[src/rtl/mux_n_1_rr_if.sv]
// Handshake bus for the N:1 round-robin / fixed-select output mux.
// master = upstream/downstream environment, slave = the mux itself.
interface mux_n_1_rr_if #(
    parameter int WIDTH    = 4,
    parameter int CHANNELS = 4
);
    localparam int SW = (CHANNELS > 1) ? $clog2(CHANNELS) : 1;

    logic                      mode;
    logic [SW-1:0]             sel;
    logic [CHANNELS*WIDTH-1:0] in_data;
    logic [CHANNELS-1:0]       in_valid;
    logic [CHANNELS-1:0]       in_ready;
    logic [WIDTH-1:0]          out_data;
    logic [SW-1:0]             out_sel;
    logic                      out_valid;
    logic                      out_ready;

    modport master (
        output mode, sel, in_data, in_valid, out_ready,
        input  in_ready, out_data, out_sel, out_valid
    );

    modport slave (
        input  mode, sel, in_data, in_valid, out_ready,
        output in_ready, out_data, out_sel, out_valid
    );
endinterface

[src/rtl/mux_n_1_rr.sv]
// N:1 mux with a single registered output slot. Channel picked either by
// a fixed sel or by a round-robin pointer that advances past every winner.
module mux_n_1_rr #(
    parameter int WIDTH    = 4,
    parameter int CHANNELS = 4
) (
    input  logic           clk,
    input  logic           rst_n,
    mux_n_1_rr_if.slave    bus
);
    localparam int SW = (CHANNELS > 1) ? $clog2(CHANNELS) : 1;

    typedef enum logic {EMPTY = 1'b0, FULL = 1'b1} state_t;

    state_t        state, state_nxt;
    logic [SW-1:0] ptr, ptr_nxt;
    logic [SW-1:0] g;
    logic          gnt_vld;
    logic [WIDTH-1:0] g_data;
    logic          slot_free;
    logic          xfer;
    logic [WIDTH-1:0] data_q;
    logic [SW-1:0]    sel_q;

    // Grant: fixed sel (out-of-range sel never matches) or rotating search from ptr.
    // RR loop runs from the farthest offset down so the nearest valid wins last.
    always_comb begin
        g       = '0;
        gnt_vld = 1'b0;
        if (!bus.mode) begin
            for (int k = 0; k < CHANNELS; k++) begin
                if (bus.sel == SW'(k) && bus.in_valid[k]) begin
                    g       = SW'(k);
                    gnt_vld = 1'b1;
                end
            end
        end else begin
            for (int i = CHANNELS - 1; i >= 0; i--) begin
                for (int k = 0; k < CHANNELS; k++) begin
                    if (((int'(ptr) + i) % CHANNELS) == k && bus.in_valid[k]) begin
                        g       = SW'(k);
                        gnt_vld = 1'b1;
                    end
                end
            end
        end
    end

    // Data of the granted channel.
    always_comb begin
        g_data = '0;
        for (int k = 0; k < CHANNELS; k++) begin
            if (g == SW'(k)) g_data = bus.in_data[k*WIDTH +: WIDTH];
        end
    end

    // Slot accepts when empty or draining this cycle; reset blocks any accept.
    assign slot_free = (state == EMPTY) || bus.out_ready;
    assign xfer      = rst_n && gnt_vld && slot_free;

    for (genvar k = 0; k < CHANNELS; k++) begin : g_rdy
        assign bus.in_ready[k] = xfer && (g == SW'(k));
    end

    // Next state of the output slot and the round-robin pointer.
    always_comb begin
        state_nxt = state;
        ptr_nxt   = ptr;
        case (state)
            EMPTY: if (xfer) state_nxt = FULL;
            FULL: begin
                if (xfer)               state_nxt = FULL;
                else if (bus.out_ready) state_nxt = EMPTY;
            end
            default: state_nxt = EMPTY;
        endcase
        if (xfer) ptr_nxt = (g == SW'(CHANNELS - 1)) ? '0 : g + 1'b1;
    end

    // State and pointer registers.
    always_ff @(posedge clk or negedge rst_n) begin
        if (!rst_n) begin
            state <= EMPTY;
            ptr   <= '0;
        end else begin
            state <= state_nxt;
            ptr   <= ptr_nxt;
        end
    end

    // Output word register: loads on every transfer, otherwise holds.
    always_ff @(posedge clk or negedge rst_n) begin
        if (!rst_n) begin
            data_q <= '0;
            sel_q  <= '0;
        end else if (xfer) begin
            data_q <= g_data;
            sel_q  <= g;
        end
    end

    assign bus.out_valid = (state == FULL);
    assign bus.out_data  = data_q;
    assign bus.out_sel   = sel_q;
endmodule

[src/flat_wrapper.sv]
// flat-port wrapper written by rule: the top's interface ports become plain ports
module mux_n_1_rr_flat 
#(
    parameter int WIDTH    = 4,
    parameter int CHANNELS = 4
)
  (clk, rst_n, bus_mode, bus_sel, bus_in_data, bus_in_valid, bus_out_ready, bus_in_ready, bus_out_data, bus_out_sel, bus_out_valid);
  mux_n_1_rr_if #(.WIDTH(WIDTH), .CHANNELS(CHANNELS)) bus_i ();
  input  logic clk;
  input  logic rst_n;
  input wire logic [$bits(bus_i.mode)-1:0] bus_mode;
  input wire logic [$bits(bus_i.sel)-1:0] bus_sel;
  input wire logic [$bits(bus_i.in_data)-1:0] bus_in_data;
  input wire logic [$bits(bus_i.in_valid)-1:0] bus_in_valid;
  input wire logic [$bits(bus_i.out_ready)-1:0] bus_out_ready;
  output wire logic [$bits(bus_i.in_ready)-1:0] bus_in_ready;
  output wire logic [$bits(bus_i.out_data)-1:0] bus_out_data;
  output wire logic [$bits(bus_i.out_sel)-1:0] bus_out_sel;
  output wire logic [$bits(bus_i.out_valid)-1:0] bus_out_valid;
  assign bus_i.mode = bus_mode;
  assign bus_i.sel = bus_sel;
  assign bus_i.in_data = bus_in_data;
  assign bus_i.in_valid = bus_in_valid;
  assign bus_i.out_ready = bus_out_ready;
  assign bus_in_ready = bus_i.in_ready;
  assign bus_out_data = bus_i.out_data;
  assign bus_out_sel = bus_i.out_sel;
  assign bus_out_valid = bus_i.out_valid;
  mux_n_1_rr #(.WIDTH(WIDTH), .CHANNELS(CHANNELS)) u_core (.clk(clk), .rst_n(rst_n), .bus(bus_i));
endmodule
[config.mk]
export PLATFORM = sky130hd
export DESIGN_NAME = mux_n_1_rr_flat
export DESIGN_NICKNAME = d
export VERILOG_FILES = /design/src/rtl/mux_n_1_rr_if.sv /design/src/rtl/mux_n_1_rr.sv /design/src/flat_wrapper.sv
export SDC_FILE = /design/constraint.sdc
export NUM_CORES = 1
export LEC_CHECK = 0
export ABC_AREA = 1
export CAP_MARGIN = 10
export CELL_PAD_IN_SITES_DETAIL_PLACEMENT = 1
export CELL_PAD_IN_SITES_GLOBAL_PLACEMENT = 1
export CORE_AREA = 4 4 62 64
export DETAILED_ROUTE_END_ITERATION = 12
export DIE_AREA = 0 0 66 68
export PLACE_DENSITY_LB_ADDON = 0.1
export SYNTH_ARGS = -nofsm -noshare
export SYNTH_HDL_FRONTEND = slang
export SYNTH_SLANG_ARGS = --single-unit
[constraint.sdc]
create_clock -name clk -period 4.3 [get_ports clk]
set_input_delay 1.075 -clock clk [delete_from_list [all_inputs] [get_ports clk]]
set_output_delay 1.075 -clock clk [all_outputs]
set_load 0.1 [all_outputs]
### Word level (Yosys, flattened, before mapping)

Index checks and enable logic that the tools add are counted.
W data, S select, Z words.

* $add $sub $neg: 4
* $mul: 0
* div/mod/pow operators: 0
* magnitude comparators: 0
* equality and inequality tests: 18
* shift-type cells: 0
* multiplexer cells: 49
* bitwise gates (word level): 4
* reductions and logical operators: 36

Operator list (number)
* $logic_not A32 Y1: 4
* $mux W2: 18
* $logic_and A1 B1 Y1: 26
* $mux W1: 26
* $eq A3 B3 Y1 const B: 6
* $mux W4: 4
* $eq A2 B2 Y1 const B: 6
* $eq A3 B2 Y1 const B: 3
* $eq A2 B1 Y1 const B: 3
* $reduce_or A2 Y1: 3
* $add A2 B1 Y2 const B: 2
* $add A2 B2 Y2 const B: 2
* $logic_not A2 Y1: 2
* $and A1 B1 Y1 const A: 3
* $pmux W1 S2: 1
* $logic_or A1 B1 Y1: 1
* $not A1 Y1: 1

* flip-flop bits (word level): 9
* bits in latches: 0
* memory bits (writable): 0
* bits in read-only memories: 0
* output and inout port bits: 11
* logic and storage cells: 115
* memories: 0

### Logic depth before layout (Yosys ltp)

Gate-level depths: netlist (run 1).

* depth in word-level cells: 26
* gate-level depth with buffers: 26

### Worst setup path after synthesis (run 1)

No wires, ideal clock.

* path kind: input to output
* start: in bus_in_valid[1]
* end: out bus_in_ready[1]
* data arrival time: 2992 ps
* data required time: 3225 ps
* slack: 233 ps
* cell stages on the path: 19
* buffers on the path: 0
* cell sequence: nand3_1 -> nand2_1 -> nand2_1 -> nand2_1 -> nand2_1 -> nand2_1 -> nand2_1 -> nand2_1 -> nand2_1 -> nand2_1 -> nand2_1 -> nand2_1 -> nand2_1 -> nand2_2 -> nand2_2 -> inv_1 -> ha_1 -> inv_1 -> nor2_2

* elaborated cells on any way between the ends: 47
* those cells by class: eq/ne (1); mux (38); reduce/logical (8)

RTL lines
* from (decl): RTL line flat_wrapper.sv:14 `input wire logic [$bits(bus_i.in_valid)-1:0] bus_in_valid;`
* $logic_and A1 B1 Y1: RTL line mux_n_1_rr.sv:40 `if (((int'(ptr) + i) % CHANNELS) == k && bus.in_valid[k]) begin`
* $mux W1: RTL line mux_n_1_rr.sv:40
* $mux W2 (14 in a row): RTL line mux_n_1_rr.sv:40
* $mux W2 *: RTL line mux_n_1_rr.sv:30 `if (!bus.mode) begin`
* named net u_core.g[0]: RTL line mux_n_1_rr.sv:17 `logic [SW-1:0] g;`
* $eq A2 B1 Y1 *: RTL line mux_n_1_rr.sv:62 `assign bus.in_ready[k] = xfer && (g == SW'(k));`
* $logic_and A1 B1 Y1 *: RTL line mux_n_1_rr.sv:62
* to (decl): RTL line flat_wrapper.sv:16 `output wire logic [$bits(bus_i.in_ready)-1:0] bus_in_ready;`

Mark *: on every way through the listed nets, which the timed path passes. The rest lies on a longest branch.

### Worst setup path in the final report (run 1)

* start: in bus_in_valid[2]
* end: out bus_in_ready[0]

* longest elaborated chain between the ends: 19
* elaborated cells on any way between the ends: 43
* those cells by class: mux (34); reduce/logical (9)

RTL lines
* $logic_and A1 B1 Y1: RTL line mux_n_1_rr.sv:40
* $mux W1 (14 in a row): RTL line mux_n_1_rr.sv:40
* $mux W1: RTL line mux_n_1_rr.sv:30
* $logic_and A1 B1 Y1 (2 in a row): RTL line mux_n_1_rr.sv:59 `assign xfer = rst_n && gnt_vld && slot_free;`
* $logic_and A1 B1 Y1 *: RTL line mux_n_1_rr.sv:62

Every way passes the cells marked *; elsewhere a longest branch is shown, timed or not.

==> flow_summary_export.csv, run 1 <==
group,metric,value,unit
status,status,"completed",
yosys,ys_ff_latch,9,
clock_tree,clk_pin_slew,60,ps
critical_path,max_stage_delay,480,ps
placed_design,dp.cells,220,
timing,fin_skew,2.017,ps
floorplan,core,3284,µm²
grt,grt_pass1_vias,1053,
critical_path,critical_path.most_common_cell,"nand2_1",
placed_design,dp_hpwl,2376,µm
clock_tree,h-tree-depth,1,
routing,wl_met3,133,µm
critical_path,crit_type,"in2out",
critical_path,cp_top_family,"buffers and inverters",
grt,grt_remaining_overflow,0,
final_layout,fillers,434,
yosys,synthDistinctLibCells,22,
yosys,synth.net_count,162,
clock_tree,hold_buffers,0,
critical_path,cp.arrival,3010,ps
timing,hold_violations,0,
routing,ant_nets,0,
grt,grtUsageTotal,13.39,%
routing,avgViaCountPerCell,4.509,
grt,antenna_found_initial,0,
timing,worst_slew_pin_slew,967.9,ps
routing,wl_per_cell,12.10,µm
floorplan,dieArea,4488,µm²
routing,drc_errors,0,
final_layout,final_nets,209,
flow_run,maxCapViolations,0,
clock_tree,clock_sinks,9,
floorplan,die_height,68,µm
clock_tree,cts_buffers,3,
final_layout,register_area,225.2,µm²
critical_path,setup.worst_path.start,"bus_in_valid[2]",
critical_path,crit_fanout,5,
routing,drt_iter0_drc,67,
final_layout,final_area,1421,µm²
yosys,yosysMostFrequentCell,"nand2_1",
routing,met1_length,1293,µm
yosys,synth_top_area_cell,"dfrtp_1",
yosys,netlist_instances,132,
critical_path,slowest_stage,"clkdlybuf4s50_1",
critical_path,cp_cell_sequence,"clkdlybuf4s50_1 > nand3_1 > nand2_1 > a21oi_1 > nor2_1 > o211ai_1 > nand2_1 > nand2_1 > ha_2 > inv_1 > nor2_2 > buf_12",
floorplan,die_x,66,µm
final_layout,synthToLayoutAreaGrowth,58.00,%
pwr,vdd_ir_drop_max,153.7,µV
yosys,synth_top_cell_area_share,25.03,%
critical_path,r2r-start,"u_core.ptr[0]",
floorplan,rows,21,
clock_tree,clock_path_buffers,2,
placed_design,gp_congestion,0.7735,
yosys,async_flop_share,100.0,%
grt,grt_pass1_wl,4774,µm
routing,top_layer_used,"met4",
critical_path,start_kind,"input pin",
critical_path,endpoint_kind,"output pin",
yosys,synthTopCellsByCount,"nand2_1, nand3_1, o21ai_0, dfrtp_1, inv_1",
yosys,synth.cell_area,899.6,µm²
clock_tree,cts_tree,"done",
floorplan,start_util,27.39,%
routing,dr.pass1.iters,4,
critical_path,critPathRequiredTime,3220,ps
routing,route.met2.wl,1263,µm
routing,vias,1010,
timing,period_share,94.92,%
final_layout,layout.cells.non_filler,224,
yosys,avgSynthCellArea,6.815,µm²
pwr,p_per_area,625.5,nW/µm²
hold_path,hp-class,"reg2reg",
final_layout,multi_input_area,586.8,µm²
final_layout,antenna_cells,0,
yosys,synth_edf_count,0,
yosys,ys_seq_area_share,25.03,%
critical_path,cp.buffers_inverters,3,
floorplan,ios,37,
pwr,p_leak,0.6829,nW
timing,fmax,0.2450,GHz
timing,setup_viol,0,
timing,tns,0,ps
placed_design,portBuffers,36,
final_layout,drive_above_1_share,23.60,%
routing,routed_wl,2711,µm
yosys,synth-warning-count,0,
grt,grt_max_degree,17,
yosys,synth_ff_type,"dfrtp_1",
timing,slew-limit-headroom,35.27,%
yosys,synthTopCellsByArea,"dfrtp_1, nand2_1, nand3_1",
timing,drv_slew,0,
clock_tree,clock_latency,260,ps
hold_path,hold_path_startpoint,"u_core.bus.out_sel[1]",
clock_tree,cts-root-buf,"clkbuf_4",
timing,post-route-min-period,4082,ps
placed_design,dpl-instance-area,1383,µm²
==> cell usage in the layout, fill, tap and decap left out <==
cell type / instances
inv_2: 2
ha_1: 2
ha_2: 2
nor4_2: 1
a21oi_1: 6
buf_12: 4
o21ai_0: 11
nand2_2: 5
or2_1: 1
clkbuf_1: 1
nand3b_1: 2
nand2_1: 48
inv_4: 2
dlymetal6s2s_1: 3
nor2_2: 5
o211ai_2: 1
nand3_2: 1
clkdlybuf4s50_1: 29
o211ai_1: 1
buf_4: 9
nor2_4: 3
nand3_1: 12
inv_1: 8
nor2_1: 3
clkbuf_4: 3
dfrtp_1: 9
o21ai_2: 4
==> through the flow <==
step           power [mW]  util (%)  hold WS (ps)  worst slack [ps]
2_1_floorplan      0.6570         -         596.6             233.0
3_3_place_gp       0.8179     42.10         465.3             137.1
3_5_place_dp       0.8318     42.10         481.4             97.91
4_1_cts            0.9002     42.90         497.7             79.32
5_1_grt            0.9702     43.28         512.2            -12.46
6_report           0.8890     43.28         487.8             218.5
==> flip-flops by register name, indices dropped and copies added (netlist names) <==
register	count
u_core.bus.out_valid	1
u_core.bus.out_sel	2
u_core.ptr	2
u_core.bus.out_data	4
==> final cells by class <==
type	instances	area share, %
sequential	9	15.85
timing repair buffer	45	33.45
clock buffer	4	1.849
inverter	12	3.521
tap	46	4.049
multi-input combinational	108	41.29
==> path summary, 6_finish.rpt <==
check / endpoint / slack, ps / cells after the start
max in group asynchronous: u_core.bus.out_data[2] / 3050 / 2
hold reg to reg: u_core.bus.out_sel[1] / 490 / 2
setup / recovery: bus_in_ready[0] / 220 / 12
min in group asynchronous: u_core.bus.out_valid / 1110 / 2
setup reg to reg: u_core.bus.out_data[2] / 1660 / 26
hold / removal: u_core.bus.out_sel[1] / 490 / 2
==> worst register-to-register path, cell delays in order, from the launching register on <==
cell and delay (ps):
dfrtp_1 530, nor2_4 210, nand2_2 70, nand2_1 60, nand2_1 50, nand2_1 50, nand2_1 50, nand2_1 50
nand2_1 40, nand2_1 50, nand2_1 40, nand2_1 50, nand2_1 50, nand2_1 50, nand2_1 60, nand2_2 80
nand2_2 90, inv_2 80, ha_2 170, inv_1 60, buf_4 140, nand3_1 60, nand2_1 60, o21ai_0 80
nand2_1 60, o21ai_0 130, o21ai_2 90
==> where the power goes <==
group / internal, mW / switching [mW]
Sequential: 0.120 / 0.0433
Combinational: 0.208 / 0.453
Clock: 0.0357 / 0.0287
==> repair_timing <==
action / CTS / global route
setup buffers: 0 / 0
endpoints found under the setup margin: 0 / 4
gates resized for setup: 0 / 6
==> cell families (layout without fill, tap and decap cells) <==
group | count (synthesis) | in the layout | share of synthesized area, %
AND/OR/NAND/NOR | 81 | 81 | 43.53
adder cells (fa/ha/maj) | 4 | 4 | 5.564
AO/OA/AOI/OAI | 23 | 23 | 15.58
buffers and inverters | 15 | 61 | 10.29
flip-flops | 9 | 9 | 25.04
==> per-layer routing <==
layer / track usage [%] / vias up
li1: - / 523
met4: 3.046 / 0
met5: 0 / -
met3: 2.135 / 2
met1: 17.91 / 462
met2: 22.65 / 23
Note: power is estimated with default switching activity, not from simulation.
==> run 2: changes to the inputs <==
- ABC_AREA: 1 -> not set
- CORE_AREA: 4 4 62 64 -> 4 4 59 61
- DIE_AREA: 0 0 66 68 -> 0 0 63 65
- TNS_END_PERCENT: not set -> 5
==> run 2 against run 1 <==
Core utilization rose by 3.6 points; sequential power fell by 12%; register-to-register slack barely moved; maximum frequency fell by 2.5%; synthesized area fell by 11%; synthesized cell count fell by 36%; die area fell by 8.8%; worst setup slack got worse by 100 ps; critical path type unchanged; critical endpoint is now bus_in_ready[1]; largest cell class unchanged.
==> flow_summary_export.csv, run 2 <==
group,metric,value,unit
pwr,p_per_area,510.2,nW/µm²
yosys,async_flop_share,100.0,%
timing,period_share,97.34,%
clock_tree,cts_tree,"done",
timing,fin_skew,1.143,ps
final_layout,largest_reg_flops,4,
yosys,synthTopCellsByArea,"dfrtp_1, mux2_4, ha_1",
yosys,synthTopCellsByCount,"dfrtp_1, mux2_4, nand2_1, inv_1, nor2b_1",
placed_design,dpl-instance-area,1330,µm²
floorplan,dieArea,4095,µm²
timing,rsz0062_at_grt,"no",
floorplan,core,2978,µm²
clock_tree,clock_path_buffers,2,
floorplan,start_util,27.02,%
clock_tree,cts-root-buf,"clkbuf_4",
yosys,synth_top_area_cell,"dfrtp_1",
final_layout,fillers,344,
routing,route.met2.wl,1243,µm
yosys,synthDistinctLibCells,34,
critical_path,critPathRequiredTime,3220,ps
status,status,"completed",
yosys,synth.net_count,114,
critical_path,cp.arrival,3110,ps
critical_path,endpoint_kind,"output pin",
timing,fin_ws,114.5,ps
final_layout,final_nets,165,
grt,grt_pass1_wl,4381,µm
critical_path,cp.buffers_inverters,3,
clock_tree,h-tree-depth,1,
final_layout,antenna_cells,0,
clock_tree,clk_pin_slew,60,ps
hold_path,hold_path_startpoint,"u_core.bus.out_data[2]",
critical_path,cp_cell_sequence,"clkdlybuf4s50_1 > inv_2 > or4b_4 > a31oi_4 > or2_1 > ha_1 > and2_1 > buf_12",
clock_tree,hold_buffers,0,
final_layout,synthToLayoutAreaGrowth,73.41,%
pwr,p_leak,0.5873,nW
timing,worst_slew_pin_slew,982.6,ps
timing,fmax,0.2389,GHz
final_layout,final_cell_mix,"clkdlybuf4s50_1, buf_4, dfrtp_1",
clock_tree,clock_latency,250,ps
timing,slew-limit-headroom,34.29,%
timing,setup_viol,0,
timing,drv_slew,0,
yosys,ys_ff_latch,9,
placed_design,dp_slack,45.76,ps
clock_tree,cts_buffers,3,
timing,tns,0,ps
final_layout,postLayoutCoreUtil,46.85,%
critical_path,start_kind,"input pin",
routing,top_layer_used,"met4",
yosys,yosysMostFrequentCell,"dfrtp_1",
routing,avgViaCountPerCell,4.910,
routing,drt_iter0_drc,31,
critical_path,r2r-start,"u_core.ptr[1]",
placed_design,portBuffers,36,
critical_path,max_stage_delay,550,ps
grt,grt_max_degree,11,
grt,grt_remaining_overflow,0,
routing,routed_wl,2481,µm
yosys,netlist_instances,84,
pwr,vdd_ir_drop_max,288.0,µV
clock_tree,clock_sinks,9,
timing,fin_hold_ws,519.6,ps
grt,grt_pass1_vias,892,
placed_design,gp_congestion,0.7520,
routing,ant_nets,0,
yosys,avgSynthCellArea,9.578,µm²
final_layout,final_area,1395,µm²
clock_tree,cts_resized,0,
floorplan,rows,20,
routing,drc_errors,0,
placed_design,dp_hpwl,2133,µm
final_layout,drive_above_1_share,28.36,%
yosys,synth.cell_area,804.5,µm²
floorplan,ios,37,
timing,hold_violations,0,
critical_path,slowest_stage,"or4b_4",
routing,met1_length,1149,µm
final_layout,mostFrequentLayoutCell,"clkdlybuf4s50_1",
routing,wl_per_cell,14.86,µm
grt,antenna_found_initial,0,
critical_path,crit_fanout,3,
yosys,synth_top_cell_area_share,27.99,%
floorplan,die_x,63,µm
routing,dr.pass1.iters,3,
yosys,ys_seq_area_share,27.99,%
routing,vias,820,
yosys,synth_edf_count,0,
critical_path,cp_top_family,"simple AND/OR/NAND/NOR gates",
clock_tree,postCtsSetupRepairBufs,0,
flow_run,maxCapViolations,0,
yosys,synth_ff_type,"dfrtp_1",
critical_path,crit_type,"in2out",
timing,post-route-min-period,4185,ps
critical_path,setup.worst_path.start,"bus_mode",
floorplan,die_height,65,µm
hold_path,hp-class,"reg2reg",
yosys,synth-warning-count,0,
grt,grtUsageTotal,13.30,%
routing,wl_met3,82,µm
==> run 2: routing by layer <==
| metal | global-route usage (%) | up-vias |
|---|---|---|
| met2 | 22.66 | 16 |
| met3 | 3.466 | 2 |
| met1 | 16.93 | 393 |
| met5 | 0 | - |
| li1 | - | 409 |
| met4 | 2.479 | 0 |
==> run 2: stage by stage <==
step                std cells  power, mW
floorplan                  84     0.4874
global placement          163     0.6331
detailed placement        163     0.6414
CTS                       167     0.7088
global route              167     0.7551
finish                    167     0.7117
==> run 2: cell families (layout without fill, tap and decap cells) <==
group	after synthesis	after routing	share of synthesized area, %
fa+ha+maj	4	4	6.221
mux	7	7	13.06
flops	9	9	27.99
compound gates	25	25	25.51
buf+inv	9	59	4.198
simple gates	30	30	23.02
==> run 2: layout make-up <==
| class | count | area (µm²) | area share (%) |
|---|---|---|---|
| clock buffers | 4 | 26.28 | 1.883 |
| inverters | 7 | 26.28 | 1.883 |
| multi-input cells | 66 | 585.6 | 41.97 |
| flip-flops and latches | 9 | 225.2 | 16.14 |
| well taps | 33 | 41.29 | 2.960 |
| repair buffers | 48 | 490.5 | 35.16 |
==> run 2: worst register-to-register path, delay by kind of cell, from the launching register on <==
kind / cells / cell delay [ps]
buffers and inverters: 1 / 140
AND/OR/NAND/NOR: 3 / 830
flip-flops: 1 / 430
multiplexers: 1 / 260
adder cells (fa/ha/maj): 1 / 180
AO/OA/AOI/OAI: 3 / 700
==> run 2: path summary, 6_finish.rpt <==
check	to	slack, ps	cells after the start
hold / removal	u_core.bus.out_data[2]	520	1
max in group asynchronous	u_core.ptr[1]	2990	2
setup / recovery	bus_in_ready[1]	110	8
hold reg to reg	u_core.bus.out_data[2]	520	1
min in group asynchronous	u_core.bus.out_valid	1180	2
setup reg to reg	u_core.bus.out_data[3]	1650	9
==> run 2: where the power goes <==
| group | internal (mW) | switching [mW] | total [mW] |
|---|---|---|---|
| Sequential | 0.118 | 0.0250 | 0.143 |
| Clock | 0.0357 | 0.0281 | 0.0638 |
| Combinational | 0.184 | 0.321 | 0.505 |
==> run 3: changes to the inputs <==
- CAP_MARGIN: 10 -> 20
- HOLD_SLACK_MARGIN: not set -> 0.02
==> results of run 3 <==
Final layout, timing and power as in run 2 (identical DEF).
